**src/rtl/fibo_datapath.sv**
```systemverilog
// fibo_datapath: four-entry register file plus combinational ALU for the
// Fibonacci sequence engine. One register-to-register operation per clock.
// RESULT, ZERO_FLAG and OVF are driven straight from flops.
//
// Optional feature macro: FIBO_DP_OVF_EN
//   defined   -> OVF is a sticky unsigned carry/borrow flag, cleared by a
//                committed load of DATA_IN.
//   undefined -> OVF is tied to 0 and no carry logic is built.
module fibo_datapath #(
  parameter int WIDTH = 8
) (
  input  logic             CLK,
  input  logic             RST,
  input  logic [WIDTH-1:0] DATA_IN,
  input  logic             load_data,
  input  logic [2:0]       alu_opcode,
  input  logic [1:0]       rd_addr1,
  input  logic [1:0]       rd_addr2,
  input  logic [1:0]       wrt_addr,
  input  logic             wrt_en,
  output logic             ZERO_FLAG,
  output logic [WIDTH-1:0] RESULT,
  output logic             OVF
);

  localparam logic [2:0] OP_PASS = 3'b000;
  localparam logic [2:0] OP_ADD  = 3'b001;
  localparam logic [2:0] OP_SUB  = 3'b010;
  localparam logic [2:0] OP_DEC  = 3'b011;
  localparam logic [2:0] OP_INC  = 3'b100;
  localparam logic [2:0] OP_AND  = 3'b101;
  localparam logic [2:0] OP_OR   = 3'b110;
  localparam logic [2:0] OP_XOR  = 3'b111;

  localparam logic [WIDTH-1:0] ZERO_W = {WIDTH{1'b0}};
  localparam logic [WIDTH-1:0] ONE_W  = {{(WIDTH-1){1'b0}}, 1'b1};
  localparam logic [WIDTH-1:0] ONES_W = {WIDTH{1'b1}};

  // ALU result, truncated modulo 2^WIDTH.
  function automatic logic [WIDTH-1:0] alu_result(
    input logic [2:0]       op,
    input logic [WIDTH-1:0] a,
    input logic [WIDTH-1:0] b
  );
    logic [WIDTH-1:0] r;
    case (op)
      OP_PASS: r = a;
      OP_ADD:  r = a + b;
      OP_SUB:  r = a - b;
      OP_DEC:  r = a - ONE_W;
      OP_INC:  r = a + ONE_W;
      OP_AND:  r = a & b;
      OP_OR:   r = a | b;
      OP_XOR:  r = a ^ b;
      default: r = ZERO_W;
    endcase
    return r;
  endfunction

`ifdef FIBO_DP_OVF_EN
  // Unsigned carry-out for add/increment, borrow for subtract/decrement.
  function automatic logic alu_overflow(
    input logic [2:0]       op,
    input logic [WIDTH-1:0] a,
    input logic [WIDTH-1:0] b
  );
    logic [WIDTH:0] sum_ext;
    logic           ov;
    sum_ext = {1'b0, a} + {1'b0, b};
    case (op)
      OP_ADD:  ov = sum_ext[WIDTH];
      OP_SUB:  ov = (a < b);
      OP_DEC:  ov = (a == ZERO_W);
      OP_INC:  ov = (a == ONES_W);
      default: ov = 1'b0;
    endcase
    return ov;
  endfunction
`endif

  logic [WIDTH-1:0] regs_r [4];
  logic [WIDTH-1:0] rd_a_s;
  logic [WIDTH-1:0] rd_b_s;
  logic [WIDTH-1:0] alu_s;
  logic [WIDTH-1:0] wd_s;
  logic [WIDTH-1:0] result_r;
  logic             zero_r;

  // Asynchronous read ports; a same-cycle write is not bypassed, so reads see the old value.
  always_comb begin
    rd_a_s = regs_r[rd_addr1];
    rd_b_s = regs_r[rd_addr2];
  end

  // ALU evaluation and write-data select between external operand and ALU.
  always_comb begin
    alu_s = alu_result(alu_opcode, rd_a_s, rd_b_s);
    if (load_data) begin
      wd_s = DATA_IN;
    end else begin
      wd_s = alu_s;
    end
  end

  // Register file write port; reset clears all entries.
  always_ff @(posedge CLK or negedge RST) begin
    if (!RST) begin
      regs_r[0] <= ZERO_W;
      regs_r[1] <= ZERO_W;
      regs_r[2] <= ZERO_W;
      regs_r[3] <= ZERO_W;
    end else if (wrt_en) begin
      regs_r[wrt_addr] <= wd_s;
    end
  end

  // Registered copy of the committed write data and its zero status.
  always_ff @(posedge CLK or negedge RST) begin
    if (!RST) begin
      result_r <= ZERO_W;
      zero_r   <= 1'b0;
    end else if (wrt_en) begin
      result_r <= wd_s;
      zero_r   <= (wd_s == ZERO_W);
    end
  end

  assign RESULT    = result_r;
  assign ZERO_FLAG = zero_r;

`ifdef FIBO_DP_OVF_EN
  logic ovf_r;
  logic ovf_set_s;

  // Overflow detection only matters when the ALU result is what gets written.
  always_comb begin
    if (load_data) begin
      ovf_set_s = 1'b0;
    end else begin
      ovf_set_s = alu_overflow(alu_opcode, rd_a_s, rd_b_s);
    end
  end

  // Sticky overflow: set by an overflowing ALU write, cleared by a DATA_IN load.
  always_ff @(posedge CLK or negedge RST) begin
    if (!RST) begin
      ovf_r <= 1'b0;
    end else if (wrt_en) begin
      if (load_data) begin
        ovf_r <= 1'b0;
      end else if (ovf_set_s) begin
        ovf_r <= 1'b1;
      end
    end
  end

  assign OVF = ovf_r;
`else
  assign OVF = 1'b0;
`endif

endmodule

```
**config.mk**
```make
export PLATFORM = sky130hd
export DESIGN_NAME = fibo_datapath
export DESIGN_NICKNAME = d
export VERILOG_FILES = /design/src/rtl/fibo_datapath.sv
export SDC_FILE = /design/constraint.sdc
export NUM_CORES = 1
export LEC_CHECK = 0
export CELL_PAD_IN_SITES_DETAIL_PLACEMENT = 1
export CELL_PAD_IN_SITES_GLOBAL_PLACEMENT = 2
export CORE_MARGIN = 2
export CORE_UTILIZATION = 33
export CTS_BUF_LIST = sky130_fd_sc_hd__clkbuf_16
export DETAILED_ROUTE_END_ITERATION = 8
export GPL_TIMING_DRIVEN = 0
export PLACE_DENSITY = 0.77
export SLEW_MARGIN = 20
export SYNTH_ARGS = -nofsm -noshare
export SYNTH_HDL_FRONTEND = slang
export SYNTH_SLANG_ARGS = --single-unit
```
**constraint.sdc**
```tcl
create_clock -name CLK -period 3.4 [get_ports CLK]
set_input_delay 0.68 -clock CLK [delete_from_list [all_inputs] [get_ports CLK]]
set_output_delay 0.68 -clock CLK [all_outputs]
set_load 0.1 [all_outputs]
```
# Yosys cells after proc, flatten, opt, wreduce, memory -nomap -nowiden
# Index checks and enable logic that the tools add are counted.
# totals
out_inout_bits	10
latchBits	0
memories	0
register_bits	41
mem_bits_ro	0
ramBits	0
in_bits	21
# classes
add_sub_neg	4
mul	0
n_mux	11
n_eq_ne	7
n_lt_le_gt_ge	4
div	0
shifts	0
reduce_logical	3
bitwise	6
# op_table
op	count
one-hot mux 8 bit (8 select lines)	1
two-way mux 8 bit	6
binary-select mux 8 bit (select 2 bit)	2
bitwise mux 32 bit	1
demux 8 bit (select 2 bit)	1
equality test 3 bit, second input constant	4
greater-or-equal comparator 3 bit, second input constant	3
inverter 2 -> 3 bit	3
adder 8 x 1 -> 8 bit, second input constant	1
adder 8 bit	1
AND 8 bit	1
logical NOT 8 bit	1
bitwise OR 8 bit	1
subtractor 8 x 1 -> 8 bit, second input constant	1
subtractor 8 bit	1
bitwise XOR 8 bit	1
equality test 3 x 2 -> 1 bit, second input constant	2
equality test 3 x 1 -> 1 bit, second input constant	1
logical NOT 3 bit	1
less-than comparator 3 x 1 -> 1 bit, second input constant	1
logical AND 1 bit	1

# Logic depth before layout (Yosys ltp)
# Gate-level depths: netlist of run 1.
# depth
depth_word	8
ltp_mapped	17
depth_no_buf	16

# Worst setup path before layout of run 1
# Ideal clock, no wire load.
# synth_timing
kind	input port to flip-flop
start	input rd_addr2[0]
end	register zero_r, in the netlist ZERO_FLAG
setup_time_ns	0.066
arrival_time_ns	3.801
path_buffers	1
path_stages	15
setup_slack_ns	-0.467
t_required_ns	3.334
cell_sequence	buf_6 > mux4_2 > inv_1 > ha_1 > nor2_1 > a221oi_1 > inv_1 > fa_1 > xor2_1 > nor2_1 > a211oi_1 > a211oi_1 > a221oi_1 > and4_1 > a41o_1
# synth_between
elab_chain_cells	8
word_cells_on_any_way	12
cone_classes	add/sub: 2; mux: 5; bitwise: 4; reduce/logical: 1
# synth_lines
element	line_no	text
start, declared	18	input logic [1:0] rd_addr2,
inverter 2 -> 3 bit (implied by the code) *	92	rd_b_s = regs_r[rd_addr2];
binary-select mux 8 bit (select 2 bit) *	92	
two-way mux 8 bit (implied by the code) * (2 in a row)	92	
subtractor 8 bit (tied with other cells)	49	OP_SUB: r = a - b;
one-hot mux 8 bit (8 select lines) *	46	case (op)
two-way mux 8 bit *	98	if (load_data) begin
logical NOT 8 bit *	124	zero_r <= (wd_s == ZERO_W);
end signal, assigned	124	
end, declared	87	logic zero_r;
# Mark *: on every way between the ends. The rest lies on a longest branch, timed or not. The select of a mux whose other input is x is not followed.
# A chain may end at the register's enable or synchronous reset.

# Worst setup path in the final report of run 1
# Same ends and word-level chain as after synthesis.

==> impl_metrics.csv, run 1 <==
group,metric,value,unit
placement,portBuffers,23,
global_route,grt_overflow,0,
worst_setup_path,worstSetupEndpoint,"ZERO_FLAG$_DFFE_PN0P_",
floorplan,fp.dieH,102,um
synthesis,async_flop_share,1.00,
flow_run,max_cap_violations,0,
clock_network,cts_max_path_buffers,2,
worst_setup_path,slowest_delay,570,ps
floorplan,die_area,10400,um^2
worst_setup_path,crit_path_start,"rd_addr2[0]",
timing,finalCritPeriodShare,1.07,
timing,setup_ws,-244,ps
routing,antenna_left,0,
outcome,failed_checks,"negative setup slack",
clock_network,worst_skew_pair.late_latency,280,ps
worst_setup_path,critPathKind,"in -> reg",
floorplan,die-width,102,um
power_and_ir_drop,seqPwrFrac,0.254,
clock_network,clockRootBuffer,"clkbuf_16",
worst_setup_path,crit_required,3610,ps
placement,dp_hpwl,7.55,mm
worst_setup_path,slowest_stage,"mux4_2",
worst_setup_path,worst_ep_arrival_time,3860,ps
synthesis,syn_avg_cell_area,9.07,um^2
power_and_ir_drop,p_clk_frac,0.157,
timing,rsz0062_at_grt,"yes",
timing,skew,5.30,ps
timing,worst_pin_slew,973,ps
clock_network,numCtsBuffers,5,
worst_setup_path,r2r-end,"ZERO_FLAG$_DFFE_PN0P_",
power_and_ir_drop,p_sw,0.00121,W
clock_network,htreeDepth,2,
power_and_ir_drop,internal-power,0.00158,W
routing,drtIter0Drc,64,
power_and_ir_drop,switching_share,0.435,
routing,wl,10.2,mm
finish,fin_util,0.458,
global_route,grt_usage,0.202,
floorplan,start_util,0.343,
synthesis,syn_area,3180,um^2
global_route,grt_max_degree,33,
finish,fillers,1100,
global_route,grt_antenna_before_repair,0,
worst_setup_path,cp_cell_sequence,"buf_12, mux4_2, inv_2, ha_4, nand3b_1, a21oi_2, a211oi_2, ha_1, buf_6, a211oi_4, o21bai_1, xor2_1, a221o_1, a221oi_2, a41o_1",
power_and_ir_drop,leakage,1.83,nW
synthesis,yosys_warnings,0,
timing,maxSlewHeadroom,0.349,
worst_setup_path,critPathLaunchType,"input port",
finish,drive_gt1_frac,0.262,
synthesis,synth_top_flop_cell,"dfrtp_1",
hold_path,hp-class,"in -> async",
routing,wl_per_cell,19.1,um
finish,mostFrequentLayoutCells,"nand2_1 (47), dfrtp_1 (41), inv_1 (25), ha_1 (23), o21ai_0 (21)",
floorplan,core_area,9280,um^2
timing,finalHoldViolations,0,
clock_network,numClockSinks,41,
timing,slew_viol_final,0,
routing,viasPerCell,5.39,
worst_setup_path,critical_path_peak_fanout,5,
timing,max_freq,274,MHz
synthesis,synthCells,351,
worst_setup_path,cp-end-kind,"flop",
placement,gp_congestion,0.839,
synthesis,synth-seq-cells,41,
synthesis,ys_seq_area_frac,0.322,
worst_setup_path,r2r_slack,-140,ps
outcome,status,"complete, but fails checks",
routing,dr_total_vias,2880,
finish,fin_nets,451,
global_route,grt_pass1_wl,16.2,mm
timing,setup_violations,27,
power_and_ir_drop,vdd_drop_max,0.474,mV
floorplan,num_rows,35,
clock_network,path_clk_slew,60,ps
finish,syn_to_final_growth,33.7,%
synthesis,yosysTopAreaCellShare,0.322,
worst_setup_path,reg2regPathDepth,14,
timing,fin_crit,3640,ps
clock_network,cts_tree,"yes",
synthesis,synth-edff-count,0,
timing,hold_ws,265,ps
routing,dr.pass1.iters,4,
placement,place_ws,-1430,ps
synthesis,synth_cell_type_count,54,
routing,drcViolationCount,0,
power_and_ir_drop,power.density,655,nW/um^2
global_route,grt_pass1_vias,2967,
synthesis,synth_top_area_cell,"dfrtp_1",
finish,num_antenna_cells,0,
synthesis,synth_fp_nets,397,
synthesis,synthTopCellsByArea,"dfrtp_1 (32%), mux4_2 (11%), ha_1 (9.4%)",
floorplan,io_pins,31,
power_and_ir_drop,combPwrFrac,0.589,
finish,layout_commonest_cell,"nand2_1",
worst_setup_path,r2r-start,"regs_r[0]$_DFFE_PN0P_",
worst min path at each step:
stage / from / to / slack (ps) / cells after the start
6_report: RST / regs_r[6]$_DFFE_PN0P_ / 260 / 1
2_1_floorplan: RST / RESULT[0]$_DFFE_PN0P_ / 380 / 0
3_3_place_gp: regs_r[27]$_DFFE_PN0P_ / regs_r[27]$_DFFE_PN0P_ / 470 / 2
5_1_grt: RST / regs_r[14]$_DFFE_PN0P_ / 280 / 1
4_1_cts: RST / regs_r[6]$_DFFE_PN0P_ / 270 / 1
3_5_place_dp: regs_r[30]$_DFFE_PN0P_ / regs_r[30]$_DFFE_PN0P_ / 500 / 2
cell type report:
cell class                      instances  area (um^2)  share of cell area
Timing Repair Buffer                   47          448               0.105
Inverter                               29          109              0.0256
Clock buffer                            5          125              0.0294
Tap cell                              129          161              0.0379
Sequential cell                        41         1030               0.241
Buffer                                 19          125              0.0294
Multi-Input combinational cell        262         2250               0.530
Clock inverter                          2         7.51             0.00176
sequential cells by signal, summed over array words and instances (netlist names):
signal	count
regs_r	32
RESULT	8
ZERO_FLAG	1
cell usage after synthesis (8+ instances only):
cell type and n:
nand2_1 49, o21ai_0 42, dfrtp_1 41, inv_1 27
ha_1 24, a21oi_1 21, mux4_2 16, nor2_1 15
clkbuf_1 13, nor2b_1 8
power groups by stage:
stage	clock, W	sequential (W)	combinational (W)
2_1_floorplan	0	0.000871	0.000794
3_3_place_gp	0	0.000703	0.00125
3_5_place_dp	0	0.000712	0.00130
4_1_cts	0.000453	0.000705	0.00146
5_1_grt	0.000467	0.000725	0.00178
6_report	0.000437	0.000708	0.00164
cell families (layout without fill, tap and decap cells):
family                     Yosys count  count (layout)  synth area share
muxes                               23              23             0.137
buffers and inverters               48             102            0.0609
DFF                                 41              41             0.322
AOI/OAI and AO/OA                  107             107             0.208
and+or+nand+nor                    102             102             0.155
other                                1               1           0.00118
xor gates and xnor gates             4               4            0.0153
adders and majority gates           25              25             0.101
stage by stage:
stage	power, W	cell area, um^2	std cells	setup TNS [ps]
after CTS	0.00262	4030	523	-2300
final	0.00279	4260	534	-3100
after global placement	0.00195	3650	503	-40120
after global routing	0.00297	4260	534	-5970
after floorplan	0.00166	3250	351	-1950
after detailed placement	0.00201	3660	504	-41710
layer usage:
| layer | GRT usage | wire [um] |
|---|---|---|
| met2 | 0.366 | 5250 |
| met3 | 0.0164 | 241 |
| met4 | 0.0451 | 102 |
| met5 | 0 | 0 |
| met1 | 0.262 | 4580 |
critical path: cells and delay by family:
family	cells	cell delay (ps)
xor gates and xnor gates	1	150
muxes	1	570
buffers and inverters	3	350
and+or+nand+nor	1	120
adders and majority gates	2	450
AOI/OAI and AO/OA	7	1520
repair_timing:
| action | CTS | global route |
|---|---|---|
| buffers inserted | 12 | 11 |
| setup endpoints to repair | 36 | 34 |
| hold endpoints to repair | 0 | 0 |
| pin swaps | 13 | 20 |
| gates resized for setup | 48 | 42 |
| hold buffers | 0 | 0 |
Note: power is estimated with default switching activity, not from simulation.
==> run 2, diff against run 1 <==
- ABC_CLOCK_PERIOD_IN_PS: unset -> 3400
==> results of run 2 <==
The final DEF is identical to that of run 1; final timing and power are the same.
==> run 3, diff against run 2 <==
- CORE_ASPECT_RATIO: unset -> 0.7
==> impl_metrics.csv, run 3 (synthesis gave the netlist of run 1 again) <==
group,metric,value,unit
clock_network,htreeDepth,2,
timing,slew_viol_final,0,
global_route,grt_pass1_vias,3160,
timing,hold_ws,263,ps
worst_setup_path,path_delay_family,"compound AO/OA/AOI/OAI gates",
worst_setup_path,critPathBufInv,2,
timing,finalHoldViolations,0,
finish,syn_to_final_growth,37.7,%
routing,dr_wl_met3,573,um
clock_network,worst_skew_pair.late_latency,290,ps
placement,place_ws,-1570,ps
routing,viasPerCell,5.55,
power_and_ir_drop,power.density,673,nW/um^2
worst_setup_path,worst_ep_arrival_time,3870,ps
clock_network,numCtsBuffers,5,
worst_setup_path,critPathLaunchType,"input port",
timing,max_freq,271,MHz
global_route,grt_usage,0.224,
floorplan,die_area,10500,um^2
clock_network,path_clk_slew,60,ps
routing,wl_met1,5.44,mm
timing,worst_pin_slew,970,ps
worst_setup_path,r2r-start,"regs_r[0]$_DFFE_PN0P_",
routing,dr.pass1.iters,4,
floorplan,fp.dieH,86.2,um
clock_network,clockRootBuffer,"clkbuf_16",
routing,drcViolationCount,0,
timing,finalSetupTns,-2860,ps
outcome,status,"complete, but fails checks",
placement,portBuffers,23,
placement,dp_hpwl,8.00,mm
clock_network,cts_tree,"yes",
worst_setup_path,r2r-end,"ZERO_FLAG$_DFFE_PN0P_",
routing,dr_total_vias,3005,
floorplan,start_util,0.345,
timing,finalCritPeriodShare,1.09,
global_route,grt_max_degree,32,
floorplan,core_area,9220,um^2
routing,top_layer,"met4",
power_and_ir_drop,vdd_drop_max,0.359,mV
worst_setup_path,critPathKind,"in -> reg",
worst_setup_path,reg2regPathDepth,14,
routing,dr_wl_met2,4.85,mm
finish,mostFrequentLayoutCells,"nand2_1 (46), dfrtp_1 (41), buf_4 (27), o21ai_1 (25), inv_1 (24)",
global_route,grt_overflow,0,
worst_setup_path,critical_path_peak_fanout,5,
timing,fin_crit,3700,ps
routing,wl_per_cell,20.2,um
timing,setup_ws,-296,ps
worst_setup_path,cp.depth,15,
finish,layout_commonest_cell,"nand2_1",
timing,skew,7.07,ps
worst_setup_path,slowest_delay,560,ps
finish,drive_gt1_frac,0.297,
routing,antenna_left,0,
worst_setup_path,cp-end-kind,"flop",
clock_network,cts_max_path_buffers,2,
routing,wl,10.9,mm
floorplan,die-width,121,um
hold_path,hp-class,"in -> async",
timing,rsz0062_at_grt,"yes",
global_route,grt_antenna_before_repair,0,
timing,setup_violations,22,
finish,top_register,"regs_r",
placement,gp_congestion,0.881,
worst_setup_path,r2r_slack,-180,ps
floorplan,io_pins,31,
worst_setup_path,slowest_stage,"mux4_2",
global_route,grt_pass1_wl,17.8,mm
clock_network,cts_hold_buf,0,
outcome,failed_checks,"negative setup slack",
finish,num_antenna_cells,0,
worst_setup_path,cp_cell_sequence,"buf_12, mux4_2, inv_2, ha_4, nand3b_1, a21oi_2, a211oi_2, ha_1, nor2b_4, o21a_1, o21a_2, or4_4, a31oi_4, a221oi_4, a41o_1",
finish,fin_nets,462,
clock_network,numClockSinks,41,
power_and_ir_drop,leakage,1.90,nW
finish,largest_register_ff_count,32,
flow_run,max_cap_violations,0,
routing,drtIter0Drc,171,
timing,maxSlewHeadroom,0.351,
floorplan,num_rows,29,
worst_setup_path,crit_required,3580,ps
## run 3: metal layers
metal	GRT usage	vias to the layer above
met4	0.0355	0
met2	0.338	59
met1	0.337	1538
met5	0	-
li1	-	1400
met3	0.0461	8
## run 3: per-stage QoR
stage	area [um^2]	std cells	utilization	power, W
after global routing	4380	541	0.476	0.00316
after detailed placement	3650	499	0.397	0.00201
final	4380	541	0.476	0.00295
after CTS	4140	528	0.449	0.00275
after floorplan	3250	351	-	0.00166
after global placement	3640	498	0.395	0.00196
## run 3: how the worst max path moves through the flow
stage	from	end
final	rd_addr2[0]	ZERO_FLAG$_DFFE_PN0P_
after global routing	rd_addr2[0]	ZERO_FLAG$_DFFE_PN0P_
after CTS	rd_addr2[0]	ZERO_FLAG$_DFFE_PN0P_
after detailed placement	alu_opcode[1]	ZERO_FLAG$_DFFE_PN0P_
after global placement	alu_opcode[1]	ZERO_FLAG$_DFFE_PN0P_
after floorplan	rd_addr2[0]	ZERO_FLAG$_DFFE_PN0P_
## run 3: layout make-up
cell class,instances,area (um^2)
buffer,19,133
clock buffer,5,125
clock inverter,3,37.5
fill,1047,4830
inverter,29,109
multi-input combinational,262,2260
sequential,41,1030
tap,124,155
timing repair buffer,58,539
## run 3: power by group
part	leakage [nW]	internal [W]	total [W]	switching, W
clock	0.0826	0.000341	0.000537	0.000195
sequential	0.505	0.000614	0.000702	0.0000882
combinational	1.31	0.000751	0.00171	0.000960
total	1.90	0.00171	0.00295	0.00124
## run 3: what timing repair did
item / CTS / global route
setup endpoints to repair: 41 / 33
pin swaps: 15 / 25
setup buffers: 21 / 14
gates resized for setup: 49 / 57
